### config.mk
export PLATFORM = sky130hd
export DESIGN_NAME = int_ctrl_flat
export DESIGN_NICKNAME = d
export VERILOG_FILES = /design/src/rtl/int_ctrl_pkg.sv /design/src/rtl/int_ctrl_if.sv /design/src/rtl/int_sync.sv /design/src/rtl/int_ctrl.sv /design/src/flat_wrapper.sv
export SDC_FILE = /design/constraint.sdc
export NUM_CORES = 1
export LEC_CHECK = 0
export BUFFER_PORTS_ARGS = -buffer_cell sky130_fd_sc_hd__buf_2
export CAP_MARGIN = 20
export CORE_ASPECT_RATIO = 1.75
export CORE_MARGIN = 2
export CORE_UTILIZATION = 49
export CTS_CLUSTER_DIAMETER = 80
export CTS_CLUSTER_SIZE = 10
export DETAILED_ROUTE_END_ITERATION = 7
export MAX_ROUTING_LAYER = met4
export PLACE_DENSITY = 0.8
export SLEW_MARGIN = 0
export SYNTH_ARGS = -nofsm -noshare
export SYNTH_HDL_FRONTEND = slang
export SYNTH_SLANG_ARGS = --single-unit
### constraint.sdc
create_clock -name clk -period 5.81 [get_ports clk]
set_clock_uncertainty 0.2 [all_clocks]
set_input_delay 1.4525 -clock clk [delete_from_list [all_inputs] [get_ports clk]]
set_output_delay 1.4525 -clock clk [all_outputs]
set_load 0.05 [all_outputs]
### src/rtl/int_ctrl_pkg.sv
// int_ctrl_pkg: shared types, register map and CTRL bit positions for the interrupt controller
package int_ctrl_pkg;
  typedef enum logic [1:0] {IDLE = 2'd0, REQ = 2'd1, SERVICE = 2'd2} state_t;
  localparam logic [1:0] ADDR_PENDING = 2'd0;
  localparam logic [1:0] ADDR_MASK    = 2'd1;
  localparam logic [1:0] ADDR_MODE    = 2'd2;
  localparam logic [1:0] ADDR_CTRL    = 2'd3;
  localparam int CTRL_GIE   = 0;
  localparam int CTRL_EOI   = 1;
  localparam int CTRL_STATE = 2;
  localparam int CTRL_INSVC = 4;
  localparam int CTRL_ID    = 8;
  function automatic int id_width(input int n);
    return (n > 1) ? $clog2(n) : 1;
  endfunction
endpackage

### src/rtl/int_ctrl_if.sv
// int_ctrl_if: MIO register bus plus CPU interrupt handshake
interface int_ctrl_if
  import int_ctrl_pkg::*;
#(parameter int ID_W = id_width(8));
  logic            cs;
  logic            we;
  logic [1:0]      addr;
  logic [31:0]     wdata;
  logic [31:0]     rdata;
  logic            INT;
  logic            int_ack;
  logic [ID_W-1:0] int_id;
  modport master (output cs, we, addr, wdata, int_ack, input rdata, INT, int_id);
  modport slave  (input cs, we, addr, wdata, int_ack, output rdata, INT, int_id);
endinterface

### src/rtl/int_sync.sv
// int_sync: multi-flop synchroniser for a vector of asynchronous lines
module int_sync #(
  parameter int W      = 8,
  parameter int STAGES = 2
) (
  input  logic         clk,
  input  logic         reset,
  input  logic [W-1:0] i_d,
  output logic [W-1:0] o_q
);
  logic [W-1:0] r_sync [STAGES];
  // shift each line through STAGES flops
  always_ff @(posedge clk or posedge reset)
    if (reset) for (int k = 0; k < STAGES; k++) r_sync[k] <= '0;
    else begin
      r_sync[0] <= i_d;
      for (int k = 1; k < STAGES; k++) r_sync[k] <= r_sync[k-1];
    end
  assign o_q = r_sync[STAGES-1];
endmodule

### src/rtl/int_ctrl.sv
// int_ctrl: masked, priority-encoded interrupt controller with req/ack/EOI handshake
module int_ctrl
  import int_ctrl_pkg::*;
#(
  parameter int N_SRC       = 8,
  parameter int SYNC_STAGES = 2
) (
  input logic             clk,
  input logic             reset,
  input logic [N_SRC-1:0] irq_src,
  int_ctrl_if.slave       bus
);
  localparam int ID_W = id_width(N_SRC);
  state_t           r_state, w_state_nxt;
  logic [N_SRC-1:0] w_s, r_s_d, r_pending, r_mask, r_mode, w_pend_nxt, w_clr, w_masked;
  logic             r_gie, w_wr, w_go, w_take, w_eoi;
  logic [ID_W-1:0]  r_int_id, w_win;
  logic [31:0]      w_ctrl;
  function automatic logic [ID_W-1:0] prio(input logic [N_SRC-1:0] v);
    prio = '0;
    for (int k = N_SRC - 1; k >= 0; k--) if (v[k]) prio = ID_W'(k);
  endfunction
  int_sync #(.W(N_SRC), .STAGES(SYNC_STAGES)) u_sync (
    .clk  (clk),
    .reset(reset),
    .i_d  (irq_src),
    .o_q  (w_s)
  );
  assign w_wr     = bus.cs & bus.we;
  assign w_masked = r_pending & r_mask;
  assign w_go     = (|w_masked) & r_gie;
  assign w_win    = prio(w_masked);
  assign w_take   = (r_state == REQ) & w_go & bus.int_ack;
  assign w_eoi    = w_wr & (bus.addr == ADDR_CTRL) & bus.wdata[CTRL_EOI];
  // software W1C and the ack-time clear of the serviced source; a new edge still wins below
  assign w_clr = ((w_wr && bus.addr == ADDR_PENDING) ? bus.wdata[N_SRC-1:0] : '0)
               | (w_take ? (N_SRC'(1) << w_win) : '0);
  assign w_pend_nxt = (~r_mode & w_s) | (r_mode & ((w_s & ~r_s_d) | (r_pending & ~w_clr)));
  assign w_ctrl = (32'(r_int_id) << CTRL_ID) | (32'(r_state == SERVICE) << CTRL_INSVC)
                | (32'(r_state) << CTRL_STATE) | 32'(r_gie);
  assign bus.rdata = !bus.cs                  ? '0
                   : bus.addr == ADDR_PENDING ? 32'(r_pending)
                   : bus.addr == ADDR_MASK    ? 32'(r_mask)
                   : bus.addr == ADDR_MODE    ? 32'(r_mode)
                   : w_ctrl;
  assign bus.INT    = (r_state == REQ);
  assign bus.int_id = r_int_id;
  // request withdrawal takes precedence over an ack arriving in the same cycle
  always_comb begin
    w_state_nxt = r_state;
    w_state_nxt = (r_state == IDLE)    ? (w_go ? REQ : IDLE)
                : (r_state == REQ)     ? (!w_go ? IDLE : bus.int_ack ? SERVICE : REQ)
                : (r_state == SERVICE) ? (w_eoi ? IDLE : SERVICE)
                : IDLE;
  end
  // handshake state register
  always_ff @(posedge clk or posedge reset)
    if (reset) r_state <= IDLE;
    else r_state <= w_state_nxt;
  // pending/edge tracking, software registers and the serviced-source ID
  always_ff @(posedge clk or posedge reset)
    if (reset) begin
      r_s_d     <= '0;
      r_pending <= '0;
      r_mask    <= '0;
      r_mode    <= '0;
      r_gie     <= 1'b0;
      r_int_id  <= '0;
    end else begin
      r_s_d     <= w_s;
      r_pending <= w_pend_nxt;
      if (w_wr && bus.addr == ADDR_MASK) r_mask <= bus.wdata[N_SRC-1:0];
      if (w_wr && bus.addr == ADDR_MODE) r_mode <= bus.wdata[N_SRC-1:0];
      if (w_wr && bus.addr == ADDR_CTRL) r_gie <= bus.wdata[CTRL_GIE];
      if (w_take) r_int_id <= w_win;
    end
endmodule
### src/flat_wrapper.sv
// flat-port wrapper written by rule: the top's interface ports become plain ports
module int_ctrl_flat import int_ctrl_pkg::*;
#(
  parameter int N_SRC       = 8,
  parameter int SYNC_STAGES = 2
)
  (clk, reset, irq_src, bus_cs, bus_we, bus_addr, bus_wdata, bus_int_ack, bus_rdata, bus_INT, bus_int_id);
  int_ctrl_if bus_i ();
  input logic clk;
  input logic reset;
  input logic [N_SRC-1:0] irq_src;
  input wire logic [$bits(bus_i.cs)-1:0] bus_cs;
  input wire logic [$bits(bus_i.we)-1:0] bus_we;
  input wire logic [$bits(bus_i.addr)-1:0] bus_addr;
  input wire logic [$bits(bus_i.wdata)-1:0] bus_wdata;
  input wire logic [$bits(bus_i.int_ack)-1:0] bus_int_ack;
  output wire logic [$bits(bus_i.rdata)-1:0] bus_rdata;
  output wire logic [$bits(bus_i.INT)-1:0] bus_INT;
  output wire logic [$bits(bus_i.int_id)-1:0] bus_int_id;
  assign bus_i.cs = bus_cs;
  assign bus_i.we = bus_we;
  assign bus_i.addr = bus_addr;
  assign bus_i.wdata = bus_wdata;
  assign bus_i.int_ack = bus_int_ack;
  assign bus_rdata = bus_i.rdata;
  assign bus_INT = bus_i.INT;
  assign bus_int_id = bus_i.int_id;
  int_ctrl #(.N_SRC(N_SRC), .SYNC_STAGES(SYNC_STAGES)) u_core (.clk(clk), .reset(reset), .irq_src(irq_src), .bus(bus_i));
endmodule
==> flow_summary.json, run 1 <==
{
  "clkTransAtPathRegs_ns": 0.09,
  "synth-seq-cells": 54,
  "post-route-drc-count": 0,
  "total_power_mw": 1.01,
  "vias_per_cell": 5.65,
  "holdBufCountCts": 0,
  "yosysMostFrequentCell": "dfrtp_1",
  "clock-sinks": 54,
  "die_area_um2": 5680,
  "synthTopCellsByCount": "54 x dfrtp_1, 21 x buf_4, 20 x nand2_1",
  "antenna_found_initial": 0,
  "diodes": 0,
  "wl_per_cell_um": 15.9,
  "max_freq_ghz": 0.227,
  "cts_buffers": 5,
  "yosysSeqAreaShare_pct": 54.3,
  "yosysWarnings": 0,
  "num_vias": 1694,
  "drive_gt1_share_pct": 29.3,
  "grt_pass1_vias": 1708,
  "cp_max_fo": 14,
  "placed_cell_area_um2": 2670,
  "dp_cells": 293,
  "drv_slew": 0,
  "endpoint_kind": "output pin",
  "status": "complete, no violations",
  "grt_pass1_wl_um": 7940,
  "wl_um": 4760,
  "drv_cap": 0,
  "cts_tree": "done",
  "fin_tns_setup_ns": 0,
  "post-dp-hpwl_um": 3570,
  "syn_to_final_growth_pct": 10.4,
  "synth_edf_count": 0,
  "insertion_delay_ns": 0.31,
  "antenna_left": 0,
  "port_buffers": 37,
  "root_buffer": "clkbuf_8",
  "clockBufferDepth": 2,
  "overflow": 0,
  "synth_top_area_cell": "dfrtp_1",
  "hold_viol": 0,
  "die_w_um": 57.9,
  "start_util_pct": 50.4,
  "rr_startpoint": "u_core.r_pending[3]",
  "startpoint": "bus_addr[1]",
  "async_flop_share_pct": 100,
  "drtIter0Drc": 51,
  "utilization_pct": 55.7,
  "post_cts.repair.setup_buffers": 0,
  "finalCriticalPeriod_ns": 4.41,
  "slew_headroom_pct": 63.7,
  "setup_viol": 0,
  "ctsResizeCount": 0,
  "synth_area_leaders": "dfrtp_1 54%, mux2_2 8.1%, buf_4 6.3%",
  "rows": 34,
  "period_share_pct": 75.8,
  "gp_congestion": 0.878,
  "leakage_nw": 1.29,
  "ios": 83,
  "rsz0062_at_grt": "false",
  "drtPass1Iterations": 4,
  "fin_area_um2": 2750,
  "coreArea_um2": 4930,
  "critPathKind": "in2out",
  "synthCells": 205,
  "synth_ff_type": "dfrtp_1",
  "die_h_um": 98.3,
  "netlist_area_um2": 2490,
  "critical_path_required_ns": 4.16,
  "final_nets": 293,
  "synth_cell_types": 45,
  "synth.avg_cell_area_um2": 12.1,
  "globalRouteTotalUtil_pct": 19.2,
  "yosys.area.top_type_share_pct": 54.3,
  "cp.arrival_ns": 2.75,
  "power_density_nw_per_um2": 369,
  "grt_max_degree": 31,
  "startpoint_type": "primary input",
  "instances_no_fill": 300,
  "peakVddDrop_mv": 0.251,
  "hold_path.class": "reg2reg",
  "hp-start": "u_core.u_sync.r_sync[11]",
  "htree_levels": 2,
  "tightest_slew_ns": 0.544
}
-- metal layers --
| layer | GRT usage, % | wire, um | vias up |
|---|---|---|---|
| li1 | - | - | 777 |
| met1 | 20.5 | 1740 | 830 |
| met2 | 32.1 | 2560 | 73 |
| met3 | 3.97 | 278 | 14 |
| met4 | 10.6 | 176 | 0 |
| met5 | - | 0 | - |
-- registers in the layout (all words and copies together) (netlist names) --
name and count:
u_core.bus.int_id 3, u_core.r_state 2, u_core.r_mode 8, u_core.u_sync.o_q 8
u_core.u_sync.r_sync 8, u_core.r_gie 1, u_core.r_mask 8, u_core.r_s_d 8
u_core.r_pending 8
-- worst max-delay path, stage by stage --
cell and delay, ns:
buf_2 0.28, nor2b_1 0.42, nand2_1 0.09, o21ai_0 0.10, and2_1 0.15, buf_2 0.25
-- metrics by stage --
stage | hold WS (ns) | setup slack (ns)
2_1_floorplan | 0.131 | 1.66
3_5_place_dp | 0.135 | 1.40
4_1_cts | 0.151 | 1.39
6_report | 0.140 | 1.40
3_3_place_gp | 0.132 | 1.40
5_1_grt | 0.166 | 1.28
-- kinds of logic after synthesis --
| kind of cell | after synthesis | share of synthesized area, % |
|---|---|---|
| flops | 54 | 54.3 |
| other cells | 1 | 0.151 |
| buf+inv | 26 | 7.24 |
| simple gates | 57 | 13.1 |
| compound gates | 41 | 11.7 |
| mux | 26 | 13.5 |
-- layout make-up --
type / count / area (um2)
Clock inverter: 1 / 7.51
Sequential cell: 54 / 1350
Fill cell: 417 / 2190
Timing Repair Buffer: 39 / 213
Clock buffer: 6 / 72.6
Multi-Input combinational cell: 145 / 1030
Inverter: 1 / 3.75
Tap cell: 54 / 67.6
-- worst paths after layout --
check | to | depth (start not counted) | slack (ns)
min in group asynchronous | u_core.r_pending[4] | 2 | 0.97
max in group asynchronous | u_core.u_sync.r_sync[11] | 3 | 3.89
worst min register to register | u_core.u_sync.o_q[3] | 0 | 0.14
worst max-delay path | bus_rdata[5] | 6 | 1.40
worst max register to register | u_core.r_pending[6] | 4 | 3.96
worst min-delay path | u_core.u_sync.o_q[3] | 0 | 0.14
-- placed cells by master (no fill, tap or decap), types with 3 or more instances in the layout --
cell type,count
mux2i_1,4
mux4_2,3
a31oi_1,4
a22oi_1,3
o21ai_0,5
and2_1,13
a21oi_1,8
nand2_1,20
a21boi_0,5
nor2b_1,4
dfrtp_1,54
clkbuf_8,5
mux2_2,18
conb_1,21
buf_2,37
a22o_1,4
-- where the power goes --
group	internal [mW]	total (mW)	switching [mW]	leakage [nW]
Sequential	0.436	0.501	0.0651	0.638
Combinational	0.112	0.314	0.201	0.612
Clock	0.0829	0.199	0.116	0.0373
Power figures use the tool's default switching activity.
==> run 2, diff against run 1 <==
--- a/config.mk
+++ b/config.mk
@@ -9,12 +9,12 @@
 export CAP_MARGIN = 20
 export CORE_ASPECT_RATIO = 1.75
 export CORE_MARGIN = 2
-export CORE_UTILIZATION = 49
+export CORE_UTILIZATION = 45
 export CTS_CLUSTER_DIAMETER = 80
 export CTS_CLUSTER_SIZE = 10
 export DETAILED_ROUTE_END_ITERATION = 7
 export MAX_ROUTING_LAYER = met4
-export PLACE_DENSITY = 0.8
+export PLACE_DENSITY = 0.77
 export SLEW_MARGIN = 0
 export SYNTH_ARGS = -nofsm -noshare
 export SYNTH_HDL_FRONTEND = slang
==> constraint.sdc (replaced) <==
create_clock -name clk -period 3.6 [get_ports clk]
set_clock_uncertainty 0.2 [all_clocks]
set_input_delay 0.9 -clock clk [delete_from_list [all_inputs] [get_ports clk]]
set_output_delay 0.9 -clock clk [all_outputs]
set_load 0.05 [all_outputs]
==> run 2 against run 1 <==
Net effect: clock-buffer cell count increased by 1; power increased by 62%; sequential power increased by 62%; register-to-register slack got worse by 2.2 ns; setup slack got worse by 1.1 ns; final cell count increased by 7.0%; first-iteration DRC count increased by 49%; design area increased by 0.59%; combinational power increased by 62%; critical path type unchanged; largest cell class unchanged; highest routed layer unchanged.
==> flow_summary.json, run 2 (synthesis gave the netlist of run 1 again) <==
{
  "status": "complete, no violations",
  "rr_startpoint": "u_core.r_state[1]",
  "drtIter0Drc": 76,
  "total_power_mw": 1.64,
  "tightest_slew_ns": 0.565,
  "placed_cell_area_um2": 2690,
  "max_freq_ghz": 0.299,
  "path_common_cell": "buf_2",
  "r2r_cells": 3,
  "setup_viol": 0,
  "post-route-drc-count": 0,
  "grt_pass1_wl_um": 8060,
  "drive_gt1_share_pct": 29.1,
  "grt_max_degree": 28,
  "die_h_um": 102,
  "slew_headroom_pct": 62.2,
  "post-dp-hpwl_um": 3800,
  "grt_pass1_vias": 1654,
  "antenna_found_initial": 0,
  "final_nets": 294,
  "hold_path.class": "reg2reg",
  "gp_congestion": 0.918,
  "rsz0062_at_grt": "false",
  "crit_cells": 6,
  "fin_area_um2": 2760,
  "critical_path_required_ns": 2.50,
  "wl_um": 5080,
  "die_w_um": 60.2,
  "critPathBufInv": 2,
  "start_util_pct": 46.9,
  "clock-sinks": 54,
  "fillers": 487,
  "fin_tns_setup_ns": 0,
  "die_area_um2": 6160,
  "clkTransAtPathRegs_ns": 0.09,
  "post_cts.repair.setup_buffers": 0,
  "finalCriticalPeriod_ns": 3.34,
  "cts_tree": "done",
  "insertion_delay_ns": 0.31,
  "dp_cells": 314,
  "r2r_setup_slack_ns": 1.76,
  "startpoint_type": "primary input",
  "cp_slowest_stage_delay_ns": 0.45,
  "critPathSlowestCell": "nor2b_1",
  "critPathKind": "in2out",
  "period_share_pct": 92.9,
  "htree_levels": 2,
  "antenna_left": 0,
  "r2r_end": "u_core.r_pending[6]",
  "ios": 83,
  "num_vias": 1682,
  "coreArea_um2": 5300,
  "port_buffers": 37,
  "cts_buffers": 5,
  "instances_no_fill": 321,
  "final_common_cell": "dfrtp_1",
  "cp-endpoint": "bus_rdata[5]",
  "diodes": 0,
  "syn_to_final_growth_pct": 11.1,
  "power_density_nw_per_um2": 594,
  "startpoint": "bus_addr[1]",
  "drv_cap": 0,
  "vias_per_cell": 5.24,
  "globalRouteTotalUtil_pct": 18.6,
  "layout_common_cells": "54 x dfrtp_1, 37 x buf_2, 21 x conb_1, 20 x nand2_1, 18 x mux2_2",
  "drv_slew": 0,
  "ctsResizeCount": 0,
  "leakage_nw": 1.29,
  "seq_area_um2": 1350,
  "endpoint_kind": "output pin",
  "peakVddDrop_mv": 0.245,
  "cp.arrival_ns": 2.24,
  "worstPathCellList": "buf_2, nor2b_1, nand2_1, o21ai_0, and2_1, buf_2",
  "rows": 35,
  "root_buffer": "clkbuf_8",
  "cp_top_family": "simple AND/OR/NAND/NOR gates",
  "hold_viol": 0,
  "overflow": 0,
  "cp_max_fo": 14,
  "holdBufCountCts": 0,
  "multi_input_area_um2": 1030,
  "wl_per_cell_um": 15.8,
  "clockBufferDepth": 2,
  "drtPass1Iterations": 4
}
-- run 2: stage by stage --
stage	setup WS [ns]	util, %	hold slack [ns]
2_1_floorplan	0.555	-	0.131
3_3_place_gp	0.277	50.7	0.131
3_5_place_dp	0.260	50.7	0.136
4_1_cts	0.254	52.1	0.156
5_1_grt	0.155	52.1	0.162
6_report	0.257	52.1	0.152
-- run 2: layout make-up --
type / instances / share of cell area (%)
inverter: 1 / 0.136
timing repair buffer: 40 / 7.52
sequential: 54 / 48.9
clock buffer: 7 / 2.76
multi-input combinational: 145 / 37.3
tap: 74 / 3.35
-- run 2: worst min-delay path by stage --
| stage | to | start | depth (start not counted) | slack (ns) |
|---|---|---|---|---|
| 2_1_floorplan | u_core.u_sync.o_q[0] | u_core.u_sync.r_sync[8] | 0 | 0.13 |
| 3_3_place_gp | u_core.u_sync.o_q[4] | u_core.u_sync.r_sync[12] | 0 | 0.13 |
| 3_5_place_dp | u_core.u_sync.o_q[1] | u_core.u_sync.r_sync[9] | 0 | 0.14 |
| 4_1_cts | u_core.u_sync.o_q[5] | u_core.u_sync.r_sync[13] | 0 | 0.16 |
| 5_1_grt | u_core.u_sync.o_q[1] | u_core.u_sync.r_sync[9] | 0 | 0.16 |
| 6_report | u_core.u_sync.o_q[1] | u_core.u_sync.r_sync[9] | 0 | 0.15 |
-- run 2: layer usage --
layer / vias up / GRT usage [%] / part of all wire, %
li1: 777 / - / -
met5: - / - / 0
met2: 59 / 30.2 / 53
met3: 15 / 3.42 / 4.6
met1: 831 / 20.6 / 39
met4: 0 / 11.1 / 3.5
-- run 2: power by group --
part           internal (mW)  leakage, nW  switching (mW)
Combinational          0.180        0.612           0.328
Sequential             0.704        0.638           0.108
Clock                  0.134       0.0383           0.185
-- run 2: worst register-to-register path: cells and delay by family, from the launching register on --
kind / cells / cell delay, ns
AOI/OAI and AO/OA: 1 / 0.34
and+or+nand+nor: 2 / 0.73
DFF: 1 / 0.46
